### config.mk
export PLATFORM = sky130hd
export DESIGN_NAME = irq_pending_ctrl_flat
export DESIGN_NICKNAME = d
export VERILOG_FILES = /design/src/rtl/irq_pending_ctrl_if.sv /design/src/rtl/irq_pending_ctrl.sv /design/src/flat_wrapper.sv
export SDC_FILE = /design/constraint.sdc
export NUM_CORES = 1
export LEC_CHECK = 0
export CORE_ASPECT_RATIO = 0.75
export CORE_MARGIN = 10
export CORE_UTILIZATION = 30
export DETAILED_ROUTE_END_ITERATION = 12
export PLACE_DENSITY_LB_ADDON = 0.08
export SLEW_MARGIN = 25
export SYNTH_ARGS = -nofsm -noshare
export SYNTH_HDL_FRONTEND = slang
export SYNTH_HIERARCHICAL = 1
export SYNTH_SLANG_ARGS = --single-unit
### constraint.sdc
create_clock -name clk -period 1.6 [get_ports clk]
set_input_delay 0.32 -clock clk [delete_from_list [all_inputs] [get_ports clk]]
set_output_delay 0.32 -clock clk [all_outputs]
set_load 0.02 [all_outputs]
### src/rtl/irq_pending_ctrl_if.sv
// Interrupt request/offer bundle between the pending controller, its external
// priority encoder and the interrupt consumer.
interface irq_pending_ctrl_if;
  logic [7:0] irq_in;
  logic       mask_wr;
  logic [7:0] mask_data;
  logic [7:0] pend_vec;
  logic [2:0] enc_out;
  logic       enc_valid;
  logic [2:0] irq_id;
  logic       irq_valid;
  logic       irq_ready;
  logic       irq_drop;

  modport slave (
    input  irq_in, mask_wr, mask_data, enc_out, enc_valid, irq_ready,
    output pend_vec, irq_id, irq_valid, irq_drop
  );

  modport master (
    output irq_in, mask_wr, mask_data, enc_out, enc_valid, irq_ready,
    input  pend_vec, irq_id, irq_valid, irq_drop
  );
endinterface

### src/rtl/irq_pending_ctrl.sv
// Edge-triggered interrupt pending register with synchronisers, drop detect and
// a two-state offer FSM. Define IRQ_PENDING_MASK_EN to build the mask register.

// One request line: synchroniser chain, history flop and rising-edge detect.
module irq_pending_lane #(
  parameter int SYNC_STAGES = 2
) (
  input  logic clk,
  input  logic rst_n,
  input  logic irq,
  output logic rise
);
  logic [SYNC_STAGES-1:0] sync;
  logic                   hist;

  always_ff @(posedge clk or negedge rst_n) begin
    if (!rst_n) begin
      sync <= '0;
      hist <= 1'b0;
    end else begin
      sync <= {sync[SYNC_STAGES-2:0], irq};
      hist <= sync[SYNC_STAGES-1];
    end
  end

  assign rise = sync[SYNC_STAGES-1] & ~hist;
endmodule

module irq_pending_ctrl #(
  parameter int SYNC_STAGES = 2
) (
  input  logic               clk,
  input  logic               rst_n,
  irq_pending_ctrl_if.slave  bus
);
  localparam int NUM_LANES = 8;

  typedef enum logic {IDLE, OFFER} state_t;

  typedef struct packed {
    logic       valid;
    logic [2:0] id;
  } offer_t;

  state_t                 state, state_nxt;
  offer_t                 offer_q, offer_nxt;
  logic [NUM_LANES-1:0]   rise;
  logic [NUM_LANES-1:0]   pending, pending_nxt;
  logic [NUM_LANES-1:0]   clr;
  logic [NUM_LANES-1:0]   mask;
  logic                   accept;
  logic                   drop_q;

  for (genvar g = 0; g < NUM_LANES; g++) begin : g_lane
    irq_pending_lane #(.SYNC_STAGES(SYNC_STAGES)) u_lane (
      .clk   (clk),
      .rst_n (rst_n),
      .irq   (bus.irq_in[g]),
      .rise  (rise[g])
    );
  end

  assign accept = (state == OFFER) && bus.irq_ready;
  assign clr    = accept ? (8'd1 << offer_q.id) : '0;

  // A fresh edge overrides the accept-clear so a request arriving in the
  // accept cycle is kept.
  assign pending_nxt = (pending & ~clr) | rise;

  always_ff @(posedge clk or negedge rst_n) begin
    if (!rst_n) begin
      pending <= '0;
      drop_q  <= 1'b0;
    end else begin
      pending <= pending_nxt;
      drop_q  <= |(rise & pending & ~clr);
    end
  end

`ifdef IRQ_PENDING_MASK_EN
  always_ff @(posedge clk or negedge rst_n) begin
    if (!rst_n)           mask <= '0;
    else if (bus.mask_wr) mask <= bus.mask_data;
  end
`else
  assign mask = '0;
  wire unused_mask_in = ^{bus.mask_wr, bus.mask_data};
`endif

  assign bus.pend_vec = pending & ~mask;

  always_ff @(posedge clk or negedge rst_n) begin
    if (!rst_n) begin
      state   <= IDLE;
      offer_q <= '0;
    end else begin
      state   <= state_nxt;
      offer_q <= offer_nxt;
    end
  end

  // The offer is frozen in OFFER; encoder changes only matter back in IDLE.
  always_comb begin
    state_nxt = state;
    offer_nxt = offer_q;
    case (state)
      IDLE: begin
        if (bus.enc_valid) begin
          offer_nxt.id    = bus.enc_out;
          offer_nxt.valid = 1'b1;
          state_nxt       = OFFER;
        end
      end
      OFFER: begin
        if (bus.irq_ready) begin
          offer_nxt.valid = 1'b0;
          state_nxt       = IDLE;
        end
      end
      default: state_nxt = IDLE;
    endcase
  end

  assign bus.irq_id    = offer_q.id;
  assign bus.irq_valid = offer_q.valid;
  assign bus.irq_drop  = drop_q;
endmodule
### src/flat_wrapper.sv
// flat-port wrapper written by rule: the top's interface ports become plain ports
module irq_pending_ctrl_flat 
#(
  parameter int SYNC_STAGES = 2
)
  (clk, rst_n, bus_irq_in, bus_mask_wr, bus_mask_data, bus_enc_out, bus_enc_valid, bus_irq_ready, bus_pend_vec, bus_irq_id, bus_irq_valid, bus_irq_drop);
  irq_pending_ctrl_if bus_i ();
  input  logic clk;
  input  logic rst_n;
  input wire logic [$bits(bus_i.irq_in)-1:0] bus_irq_in;
  input wire logic [$bits(bus_i.mask_wr)-1:0] bus_mask_wr;
  input wire logic [$bits(bus_i.mask_data)-1:0] bus_mask_data;
  input wire logic [$bits(bus_i.enc_out)-1:0] bus_enc_out;
  input wire logic [$bits(bus_i.enc_valid)-1:0] bus_enc_valid;
  input wire logic [$bits(bus_i.irq_ready)-1:0] bus_irq_ready;
  output wire logic [$bits(bus_i.pend_vec)-1:0] bus_pend_vec;
  output wire logic [$bits(bus_i.irq_id)-1:0] bus_irq_id;
  output wire logic [$bits(bus_i.irq_valid)-1:0] bus_irq_valid;
  output wire logic [$bits(bus_i.irq_drop)-1:0] bus_irq_drop;
  assign bus_i.irq_in = bus_irq_in;
  assign bus_i.mask_wr = bus_mask_wr;
  assign bus_i.mask_data = bus_mask_data;
  assign bus_i.enc_out = bus_enc_out;
  assign bus_i.enc_valid = bus_enc_valid;
  assign bus_i.irq_ready = bus_irq_ready;
  assign bus_pend_vec = bus_i.pend_vec;
  assign bus_irq_id = bus_i.irq_id;
  assign bus_irq_valid = bus_i.irq_valid;
  assign bus_irq_drop = bus_i.irq_drop;
  irq_pending_ctrl #(.SYNC_STAGES(SYNC_STAGES)) u_core (.clk(clk), .rst_n(rst_n), .bus(bus_i));
endmodule
==> results of run 1 <==
registers in the layout (all words and copies together) (netlist names):
name / cells
u_core/bus.irq_drop: 1
u_core/bus.irq_id: 3
u_core/bus.irq_valid: 1
u_core/bus.pend_vec: 8
u_core/g_lane.u_lane/hist: 8
u_core/g_lane.u_lane/sync: 16
u_core/state: 1
cell type report:
cell class	count	area share
tap	57	0.0389
sequential	38	0.518
multi-input combinational	50	0.211
inverter	1	0.00205
clock inverter	1	0.0164
timing repair buffer	33	0.171
clock buffer	7	0.0416
metal layers:
metal  GRT usage  wire (µm)  up-vias
met3      0.0359        150        8
met4      0.0478         64        0
li1            -          -      378
met2      0.0907        957       24
met5           0          0        -
met1      0.0981       1310      374
cell usage in the layout, fill, tap and decap left out, types with 2 or more instances in the layout:
cell	instances
dfrtp_1	38
clkdlybuf4s50_1	14
dlygate4sd2_1	11
nand2_1	10
a21o_1	8
nor2b_4	8
clkbuf_8	5
nand3_1	4
buf_4	4
a21oi_1	3
mux2_2	3
clkbuf_1	2
per-stage QoR:
stage	cell area, µm²	util	worst slack [ns]
2_1_floorplan	1350	-	0.286
5_1_grt	1830	0.416	0.0126
4_1_cts	1830	0.415	0.0214
3_5_place_dp	1730	0.392	-0.138
3_3_place_gp	1730	0.392	-0.163
6_report	1830	0.416	0.0677
timing repair:
item | in CTS | in global routing
hold endpoints to repair | 16 | 0
hold buffers | 1 | 0
endpoints found under the setup margin | 11 | 1
gates resized for setup | 11 | 1
power groups by stage:
stage | Clock (µW) | Combinational, µW | Sequential (µW)
after floorplan | 0 | 132 | 1200
after global placement | 0 | 418 | 1130
after detailed placement | 0 | 420 | 1140
after CTS | 810 | 392 | 1120
after global routing | 851 | 423 | 1130
final | 774 | 381 | 1120
path summary, 6_finish.rpt:
check | end
setup / recovery | bus_irq_drop
hold / removal | u_core/g_lane[7].u_lane/sync[1]
setup reg to reg | u_core/bus.irq_drop
hold reg to reg | u_core/g_lane[7].u_lane/sync[1]
max in group asynchronous | u_core/g_lane[3].u_lane/sync[1]
min in group asynchronous | u_core/g_lane[7].u_lane/hist
logic make-up (layout without fill, tap and decap cells):
group / Yosys count / after routing / share of synthesized area
simple gates: 32 / 32 / 0.183
mux: 3 / 3 / 0.0250
flops: 38 / 38 / 0.704
compound gates: 15 / 15 / 0.0797
buf+inv: 2 / 42 / 0.00834
==> out/metrics.cfg, run 1 <==
[global_route]
antenna_found_initial = 0
grt_max_degree = 23
grt_pass1_vias = 876
grt-ovfl-total = 0
grt_pass1_wl_mm = 4.39
track_usage = 0.0737

[power_and_ir_drop]
p_seq_frac = 0.491
clkPwrFrac = 0.341
power-per-cell-area_nw_per_um2 = 1240
peakVddDrop_mv = 0.539
total_power_uw = 2270
swShare = 0.249
power.switching_uw = 566
intPower_uw = 1710
power.leakage_uw = 0.000785
pwr-share-comb = 0.168

[floorplan]
chipWidth_um = 97.5
die-area_um2 = 7610
core_area_um2 = 4410
std_cell_rows = 21
die_h_um = 78.1
start_util = 0.306
io_pins = 37

[logic_synthesis]
yosys_warnings = 6
async_flop_share = 1.00
ys_seq_area_frac = 0.704
ys_seq_elements = 38
synth_top_cell_by_area = dfrtp_1
synthesis.nets = 114
synth_common_cells = dfrtp_1 (38), nand2_1 (10), a21o_1 (8), nor2b_4 (8), nand3_1 (4)
syn_inst = 90
synth_cell_types = 23
syn_area_um2 = 1350
post-synth-top-area-fraction = 0.704
netlist_top_cells_area = dfrtp_1 (70%), nor2b_4 (8.2%), a21o_1 (4.4%)
synth-edff-count = 0
synth_flop_cell = dfrtp_1
synth_area_per_cell_um2 = 15.0
yosysMostFrequentCell = dfrtp_1

[layout]
multiInputGateArea_um2 = 388
synthToLayoutAreaGrowth_pct = 35.9
seqCellArea_um2 = 951
fin_cells = 187
nets = 153
drive_gt1_frac = 0.215
fill_cells = 436
antennaDiodeCount = 0

[timing]
finalSetupTns_ns = 0
finalSetupViolCount = 0
hold_violations = 0
hold_slack_ns = 0.350
finClkSkew_ns = 0.00532
finalCritPeriodShare = 0.958
tightest_slew_ns = 0.437
rsz0062_at_grt = false
period_minus_slack_ns = 1.53
fmax_mhz = 653
drv_slew = 0
relSlewSlack = 0.709

[min_path]
whs_path_depth = 0
hold_path_class = reg -> reg
holdCritStartpoint = u_core/g_lane[7].u_lane/sync[0]

[clock_tree]
clk_path_buf_depth = 2
root_buffer = clkbuf_8
post-cts-setup-buffer-count = 0
cts.sinks = 38
htree_levels = 2
numCtsBuffers = 5
clk_pin_slew_ns = 0.07
clock_latency_ns = 0.29
cts_tree = done

[routing]
via_count = 784
via_per_inst = 4.19
avgRoutedWirePerCell_um = 13.3
final_antenna_net_count = 0
drt_iter0_drc = 31
routed_wl_mm = 2.48
drt-pass1-iter-count = 4
drc = 0

[critical_path]
cp.arrival_ns = 1.21
cpMaxStageDelayCell = clkdlybuf4s50_1
critical-path-top-delay-family = buffers and inverters
worstPathMaxFanout = 1
r2r_cells = 4
worstPathCellList = clkdlybuf4s50_1
cp_num_cells = 1
startpoint_type = flip-flop
required_ns = 1.28
crit_path_start = u_core/bus.irq_drop
slowest_delay_ns = 0.60
crit_buf_inv = 1
rrSetupSlack_ns = 0.24
path_class = reg -> out
setup.worst_path.end_class = output port
rr_startpoint = u_core/bus.irq_id[1]

[flow_run]
maxCapViolCount = 0

[place]
io_buffers = 27
hpwl_mm = 1.83
dp.cells = 178
place.gp.congestion = 0.735

[run_status]
status = complete, no violations

(Power assumes the default switching activity.)
==> run 2, diff against run 1 <==
--- a/config.mk
+++ b/config.mk
@@ -9,6 +9,7 @@
 export CORE_MARGIN = 10
 export CORE_UTILIZATION = 30
 export DETAILED_ROUTE_END_ITERATION = 12
+export DONT_BUFFER_PORTS = 1
 export PLACE_DENSITY_LB_ADDON = 0.08
 export SLEW_MARGIN = 25
 export SYNTH_ARGS = -nofsm -noshare
==> out/metrics.cfg, run 2 (same netlist as run 1, synthesis figures left out) <==
[floorplan]
chipWidth_um = 97.5
io_pins = 37
start_util = 0.306
die-area_um2 = 7610
die_h_um = 78.1
core_area_um2 = 4410
std_cell_rows = 21

[critical_path]
setup.worst_path.end_class = flip-flop
slowest_delay_ns = 0.38
worstPathCellList = and3b_1 -> a21oi_1 -> nor4_2 -> nand4_1
required_ns = 1.75
path_class = reg -> reg
cpMaxStageDelayCell = dfrtp_1
cp.arrival_ns = 1.53
worstPathMaxFanout = 7
startpoint_type = flip-flop

[layout]
drive_gt1_frac = 0.260
antennaDiodeCount = 0
top_register = u_core/g_lane.u_lane/sync
largest_reg_flops = 16
final_cell_mix = dfrtp_1 (38), nand2_1 (10), a21o_1 (8), nor2b_4 (8), clkbuf_8 (6)
finish.instance_area_um2 = 1550
nets = 125
synthToLayoutAreaGrowth_pct = 14.7
final_common_cell = dfrtp_1

[power_and_ir_drop]
power-per-cell-area_nw_per_um2 = 1310
power.leakage_uw = 0.000661
peakVddDrop_mv = 0.569

[routing]
drc = 0
via_count = 664
routed_wl_mm = 2.30
avgRoutedWirePerCell_um = 14.6
final_antenna_net_count = 0
drt-pass1-iter-count = 4
drt_iter0_drc = 16
via_per_inst = 4.23

[timing]
drv_slew = 0
finalSetupViolCount = 0
fmax_mhz = 725
tightest_slew_ns = 0.293
rsz0062_at_grt = false
hold_violations = 0
finalSetupTns_ns = 0
period_minus_slack_ns = 1.38
finalCritPeriodShare = 0.862
relSlewSlack = 0.805
finClkSkew_ns = 0.00152

[clock_tree]
cts_resized = 0
htree_levels = 2
cts.sinks = 38
clk_path_buf_depth = 2
root_buffer = clkbuf_8
clk_pin_slew_ns = 0.07
clock_latency_ns = 0.28
cts_tree = done
numCtsBuffers = 5

[place]
place.gp.congestion = 0.698
io_buffers = 0
dpl_cell_area_um2 = 1440
hpwl_mm = 1.66

[min_path]
hold_path_class = in -> reg

[global_route]
antenna_found_initial = 0
grt_pass1_vias = 736
grt_pass1_wl_mm = 3.80
grt_max_degree = 39
grt-ovfl-total = 0
track_usage = 0.0658

[run_status]
status = complete, no violations

[flow_run]
maxCapViolCount = 0

## run 2: changes by cell type in the layout (fill, tap and decap cells not counted), sizes merged
cell / change
buf: -2
bufinv: -1
clkbuf: -1
clkdlybuf4s50: -14
dlygate4sd2: -11
dlymetal6s2s: -1
## run 2: final cells by class
cell class / count / area, µm²
Inverter: 1 / 3.75
Fill cell: 448 / 2870
Timing Repair Buffer: 5 / 52.6
Tap cell: 57 / 71.3
Clock buffer: 6 / 82.6
Sequential cell: 38 / 951
Multi-Input combinational cell: 50 / 388
## run 2: metal layers
layer  global-route usage  up-vias  share of wire
met2               0.0808       24           0.38
met3               0.0534        8           0.14
met5                    0        -              0
met4               0.0478        0          0.026
met1               0.0732      311           0.45
li1                     -      321              -
## run 2: power breakdown
group          internal (µW)  switching [µW]  total (µW)
clock                    332             291         623
sequential              1050             130        1180
combinational            115             114         228
## run 2: timing repair
item / CTS / global route
setup endpoints to repair: 0 / 0
hold endpoints to repair: 38 / 0
buffers inserted: 0 / 0
hold buffers: 2 / 0
## run 2: worst paths after layout
check	from	endpoint	slack, ns	cells past startpoint
min in group asynchronous	rst_n	u_core/g_lane[6].u_lane/hist	0.49	2
setup reg to reg	u_core/bus.irq_id[1]	u_core/bus.irq_drop	0.22	4
hold / removal	bus_irq_in[2]	u_core/g_lane[2].u_lane/sync[0]	0.06	0
setup / recovery	u_core/bus.irq_id[1]	u_core/bus.irq_drop	0.22	4
hold reg to reg	u_core/g_lane[5].u_lane/sync[0]	u_core/g_lane[5].u_lane/sync[1]	0.35	0
max in group asynchronous	rst_n	u_core/bus.pend_vec[0]	0.92	2
## run 2: metrics by stage
stage / hold WS (ns) / setup slack, ns / cells / total power, µW / utilization
after global placement: 0.0256 / 0.207 / 149 / 1400 / 0.325
final: 0.0642 / 0.220 / 157 / 2030 / 0.351
after global routing: 0.0362 / 0.132 / 157 / 2160 / 0.351
after floorplan: 0.0244 / 0.286 / 90 / 1330 / -
after detailed placement: 0.0259 / 0.229 / 149 / 1410 / 0.325
after CTS: 0.0517 / 0.210 / 157 / 2070 / 0.351
## run 2: worst max-delay path, delay by kind of cell (launching register included)
| kind | cells | cell delay (ns) |
|---|---|---|
| DFF | 1 | 0.38 |
| and+or+nand+nor | 3 | 0.75 |
| AOI/OAI and AO/OA | 1 | 0.12 |
